[src/rtl/decoder_scan.sv]
// Registered binary-to-line decoder: one-hot / thermometer direct decode,
// free-running scan and one-shot sweep with busy/done status.

module decoder_scan_lane #(
  parameter int SEL_W = 2,
  parameter int LANE  = 0
) (
  input  logic [SEL_W-1:0] sel,
  input  logic             thermo,
  input  logic             active,
  output logic             line
);
  always_comb begin
    line = 1'b0;
    if (active) begin
      if (thermo) line = (int'(sel) >= LANE);
      else        line = (int'(sel) == LANE);
    end
  end
endmodule

module decoder_scan #(
  parameter int SEL_W = 2,
  parameter int DWELL = 4
) (
  input  logic                  clk,
  input  logic                  rst_n,
  input  logic                  en,
  input  logic [1:0]            mode,
  input  logic [SEL_W-1:0]      a,
  input  logic                  start,
  output logic [(1<<SEL_W)-1:0] y,
  output logic [SEL_W-1:0]      idx,
  output logic                  busy,
  output logic                  done
);
  localparam int OUT_W = 1 << SEL_W;
  localparam int CNT_W = (DWELL > 1) ? $clog2(DWELL) : 1;
  localparam logic [CNT_W-1:0] DWELL_LAST = CNT_W'(DWELL - 1);
  localparam logic [SEL_W-1:0] IDX_LAST   = '1;

  localparam logic [1:0] M_ONEHOT = 2'b00;
  localparam logic [1:0] M_THERMO = 2'b01;
  localparam logic [1:0] M_SCAN   = 2'b10;
  localparam logic [1:0] M_SWEEP  = 2'b11;

  typedef enum logic {S_IDLE, S_SWEEP} state_t;

  state_t            state_q, state_d;
  logic [1:0]        mode_q, mode_d;
  logic [SEL_W-1:0]  idx_q, idx_d;
  logic [CNT_W-1:0]  dwell_q, dwell_d;
  logic [OUT_W-1:0]  y_q, y_d;
  logic              busy_q, busy_d;
  logic              done_q, done_d;

  logic [SEL_W-1:0]  dec_sel;
  logic              dec_thermo;
  logic              dec_active;
  logic              mode_chg;
  logic              last_dwell;
  logic              last_idx;

  assign mode_chg   = (mode != mode_q);
  assign last_dwell = (dwell_q == DWELL_LAST);
  assign last_idx   = (idx_q == IDX_LAST);

  always_comb begin
    state_d    = state_q;
    mode_d     = mode_q;
    idx_d      = idx_q;
    dwell_d    = dwell_q;
    busy_d     = busy_q;
    done_d     = 1'b0;
    dec_sel    = idx_q;
    dec_thermo = 1'b0;
    dec_active = 1'b0;

    // With en low everything holds except y and done, which drop to 0.
    if (en) begin
      mode_d = mode;
      case (mode)
        M_ONEHOT, M_THERMO: begin
          state_d    = S_IDLE;
          dwell_d    = '0;
          busy_d     = 1'b0;
          idx_d      = mode_chg ? '0 : a;
          dec_sel    = a;
          dec_thermo = (mode == M_THERMO);
          dec_active = 1'b1;
        end
        M_SCAN: begin
          state_d    = S_IDLE;
          busy_d     = 1'b1;
          dec_active = 1'b1;
          if (mode_chg) begin
            idx_d   = '0;
            dwell_d = '0;
          end else if (last_dwell) begin
            idx_d   = idx_q + SEL_W'(1);
            dwell_d = '0;
          end else begin
            dwell_d = dwell_q + CNT_W'(1);
          end
          dec_sel = idx_d;
        end
        default: begin
          if (mode_chg || state_q == S_IDLE) begin
            idx_d   = '0;
            dwell_d = '0;
            if (!mode_chg && start) begin
              state_d    = S_SWEEP;
              busy_d     = 1'b1;
              dec_active = 1'b1;
            end else begin
              state_d = S_IDLE;
              busy_d  = 1'b0;
            end
          end else if (last_dwell && last_idx) begin
            state_d = S_IDLE;
            idx_d   = '0;
            dwell_d = '0;
            busy_d  = 1'b0;
            done_d  = 1'b1;
          end else begin
            dec_active = 1'b1;
            if (last_dwell) begin
              idx_d   = idx_q + SEL_W'(1);
              dwell_d = '0;
            end else begin
              dwell_d = dwell_q + CNT_W'(1);
            end
          end
          dec_sel = idx_d;
        end
      endcase
    end
  end

  for (genvar i = 0; i < OUT_W; i++) begin : g_lane
    decoder_scan_lane #(.SEL_W(SEL_W), .LANE(i)) u_lane (
      .sel    (dec_sel),
      .thermo (dec_thermo),
      .active (dec_active),
      .line   (y_d[i])
    );
  end

  always_ff @(posedge clk or negedge rst_n) begin
    if (!rst_n) begin
      state_q <= S_IDLE;
      mode_q  <= M_ONEHOT;
      idx_q   <= '0;
      dwell_q <= '0;
      y_q     <= '0;
      busy_q  <= 1'b0;
      done_q  <= 1'b0;
    end else begin
      state_q <= state_d;
      mode_q  <= mode_d;
      idx_q   <= idx_d;
      dwell_q <= dwell_d;
      y_q     <= y_d;
      busy_q  <= busy_d;
      done_q  <= done_d;
    end
  end

  assign y    = y_q;
  assign idx  = idx_q;
  assign busy = busy_q;
  assign done = done_q;
endmodule
[config.mk]
export PLATFORM = sky130hd
export DESIGN_NAME = decoder_scan
export DESIGN_NICKNAME = d
export VERILOG_FILES = /design/src/rtl/decoder_scan.sv
export SDC_FILE = /design/constraint.sdc
export NUM_CORES = 1
export LEC_CHECK = 0
export CAP_MARGIN = 5
export CORE_MARGIN = 5
export CORE_UTILIZATION = 45
export DETAILED_ROUTE_END_ITERATION = 7
export GPL_TIMING_DRIVEN = 0
export PLACE_DENSITY_LB_ADDON = 0.25
export REMOVE_ABC_BUFFERS = 1
export SLEW_MARGIN = 20
export SYNTH_ARGS = -nofsm -noshare
export SYNTH_HDL_FRONTEND = slang
export SYNTH_SLANG_ARGS = --single-unit
[constraint.sdc]
create_clock -name clk -period 2.5 [get_ports clk]
set_clock_uncertainty 0.05 [all_clocks]
set_input_delay 0.5 -clock clk [delete_from_list [all_inputs] [get_ports clk]]
set_output_delay 0.5 -clock clk [all_outputs]
set_load 0.01 [all_outputs]
==> results.sh <==
export IMPL_status="completed"
export IMPL_relSlewSlack=0.611
export IMPL_max_stage_delay_ns=0.65
export IMPL_switching_share=0.276
export IMPL_cts_htree_levels=1
export IMPL_start_util=0.470
export IMPL_yosysUniqueCellTypes=39
export IMPL_r2r_start="dwell_q[0]$_DFFE_PN0P_"
export IMPL_antenna_cells=0
export IMPL_synthAdderAreaFrac=0.0312
export IMPL_fillCellCount=158
export IMPL_cts_path_max_buffers=2
export IMPL_cts_tree="done"
export IMPL_gp_congestion=0.801
export IMPL_seq_area_frac_synth=0.405
export IMPL_crit_fanout=10
export IMPL_r2r_cells=5
export IMPL_post_cts_resized=0
export IMPL_drive_gt1_frac=0.122
export IMPL_setup_viol=0
export IMPL_fmax_ghz=0.449
export IMPL_cts_sinks=13
export IMPL_final_nets=109
export IMPL_p_clk_frac=0.305
export IMPL_dpl_hpwl_mm=1.23
export IMPL_die_area_um2=2730
export IMPL_internal_power_w=0.000321
export IMPL_antenna_found_initial=0
export IMPL_syn_area_um2=803
export IMPL_grt_pass1_vias=662
export IMPL_synth_mux_area_frac=0.0685
export IMPL_peakVddDrop_mv=0.323
export IMPL_critPathBufInv=1
export IMPL_ys_ff_latch=13
export IMPL_crit_required_ns=2.61
export IMPL_synth_flop_cell="dfrtp_1"
export IMPL_port_buffers=15
export IMPL_switchingPower_w=0.000122
export IMPL_ant_nets=0
export IMPL_maxSlewViolCount=0
export IMPL_avgSynthCellArea_um2=9.68
export IMPL_min_path_type="flip-flop to flip-flop"
export IMPL_wirelength_mm=1.70
export IMPL_drtIter0Drc=31
export IMPL_cts_root_buf="clkbuf_4"
export IMPL_maxCapViolCount=0
export IMPL_p_comb_frac=0.177
export IMPL_grt_usage=0.150
export IMPL_rsz0062_at_grt="no"
export IMPL_num_rows=15
export IMPL_fp_dieW_um=52.3
export IMPL_grt_start_max_net_pins=15
export IMPL_via_per_inst=5.67
export IMPL_avgRoutedWirePerCell_um=13.8
export IMPL_clkTransAtPathRegs_ns=0.08
export IMPL_crit_type="primary input to flip-flop"
export IMPL_final_common_cell="clkdlybuf4s50_1"
export IMPL_drc=0
export IMPL_grt_pass1_wl_mm=2.99
export IMPL_critPathTopFamily="compound AO/OA/AOI/OAI gates"
export IMPL_fin_crit_ns=2.23
export IMPL_syn_inst=83
export IMPL_power_frac_seq=0.518
export IMPL_ff2ff_setup_slack_ns=0.47
export IMPL_yosys_area_share_xor_xnor=0.0218
export IMPL_cts_buffers=3
export IMPL_async_flop_share=1.00
export IMPL_crit_arrival_ns=2.33
export IMPL_endpoint_kind="flip-flop"
export IMPL_die_height_um=52.3
export IMPL_final_cell_mix="15 x clkdlybuf4s50_1, 13 x dfrtp_1, 8 x nand2_1"
export IMPL_cellLeakagePower_nw=0.381
export IMPL_synth_edff_count=0
export IMPL_ys_warn_count=0
export IMPL_path_cells="clkdlybuf4s50_1 -> nand2_1 -> o31a_1 -> a311oi_1 -> nor3_1"
export IMPL_synth_simple_gate_area_frac=0.229
export IMPL_clock_latency_ns=0.28
export IMPL_p_per_area_nw_per_um2=446
export IMPL_ios=16
export IMPL_vias=697
export IMPL_hold_violations=0
export IMPL_hold_end="dwell_q[0]$_DFFE_PN0P_"
export IMPL_start_kind="primary input"
export IMPL_cp_slowest_cell="clkdlybuf4s50_1"
export IMPL_p_total_w=0.000443
export IMPL_tightest_slew_ns=0.581
export IMPL_finalSetupTns_ns=0
export IMPL_synth_compound_area_share=0.212
export IMPL_grt_overflow_total=0
export IMPL_drt_first_pass_iters=4
export IMPL_fin_crit_sh=0.891
export IMPL_postCtsHoldBufs=0
export IMPL_reg2reg_to="y[0]$_DFF_PN0_"
export IMPL_area_delta_synth_final_pct=23.5
export IMPL_worstHoldStart="dwell_q[0]$_DFFE_PN0P_"
export IMPL_min_path_cells=1
export IMPL_core_um2=1710
export IMPL_cts_setup_buffers=0
export IMPL_synth_top_family_by_area="simple AND/OR/NAND/NOR gates"
## registers in the layout, summed over array words and instances, names as in the netlist
name / flops
busy: 1
y: 4
done: 1
dwell_q: 2
state_q: 1
idx: 2
mode_q: 2
## per-stage QoR
step / hold WS, ns / cell area [µm²] / instances / utilization / setup slack, ns
6_report: 0.429 / 992 / 123 / 0.581 / 0.272
5_1_grt: 0.476 / 992 / 123 / 0.581 / 0.122
4_1_cts: 0.437 / 992 / 123 / 0.581 / 0.270
3_5_place_dp: 0.426 / 966 / 119 / 0.566 / -0.0411
3_3_place_gp: 0.420 / 966 / 119 / 0.566 / -0.0173
2_1_floorplan: 0.154 / 785 / 79 / - / 0.632
## worst max-delay path by stage
| stage | start | end | slack (ns) | cells past startpoint |
|---|---|---|---|---|
| 2_1_floorplan | idx[0]$_DFFE_PN0P_ | y[0]$_DFF_PN0_ | 0.63 | 5 |
| 3_3_place_gp | mode[0] | y[0]$_DFF_PN0_ | -0.02 | 5 |
| 3_5_place_dp | mode[1] | y[0]$_DFF_PN0_ | -0.04 | 5 |
| 4_1_cts | mode[1] | y[0]$_DFF_PN0_ | 0.27 | 5 |
| 5_1_grt | mode[1] | y[0]$_DFF_PN0_ | 0.12 | 5 |
| 6_report | mode[1] | y[0]$_DFF_PN0_ | 0.27 | 5 |
## layer usage
layer / part of all wire / track usage / up-vias
met5: 0 / 0 / -
met4: 0.0071 / 0.0681 / 0
met3: 0.067 / 0.0370 / 2
met2: 0.48 / 0.226 / 23
met1: 0.44 / 0.200 / 331
li1: - / - / 341
## power by group through the flow
stage | clock network [W] | registers [W] | logic, W
6_report | 0.000135 | 0.000229 | 0.0000782
5_1_grt | 0.000153 | 0.000231 | 0.0000864
4_1_cts | 0.000140 | 0.000229 | 0.0000788
3_5_place_dp | 0 | 0.000234 | 0.0000786
3_3_place_gp | 0 | 0.000233 | 0.0000774
2_1_floorplan | 0 | 0.000235 | 0.0000361
## layout make-up
| cell class | instances | area, µm² | area share |
|---|---|---|---|
| clock buffer | 4 | 26.3 | 0.0265 |
| inverter | 2 | 7.51 | 0.00757 |
| multi-input combinational | 64 | 452 | 0.455 |
| sequential | 13 | 325 | 0.328 |
| tap | 25 | 31.3 | 0.0315 |
| timing repair buffer | 15 | 150 | 0.151 |
## synth_stat cells (all sizes together) (2+ instances only)
library cell  count  area [µm²]
ha                2        25.0
nor2b             2        12.5
inv               2        7.51
nor2              4        15.0
buf               3        15.0
or2               3        18.8
nand3             3        27.5
dfrtp            13         325
nor3              5        30.0
nand2b            3        18.8
o2bb2ai           2        17.5
o31ai             2        15.0
o21ai             6        30.0
nand2             8        30.0
mux2              4        45.0
## cells by family (layout without fill, tap and decap cells)
kind of cell    count (synthesis)  count (layout)
simple gates                   32              32
compound gates                 23              23
flops                          13              13
buf+inv                         6              21
mux                             5               5
fa+ha+maj                       2               2
xor+xnor                        2               2
Note: power is estimated with default switching activity, not from simulation.
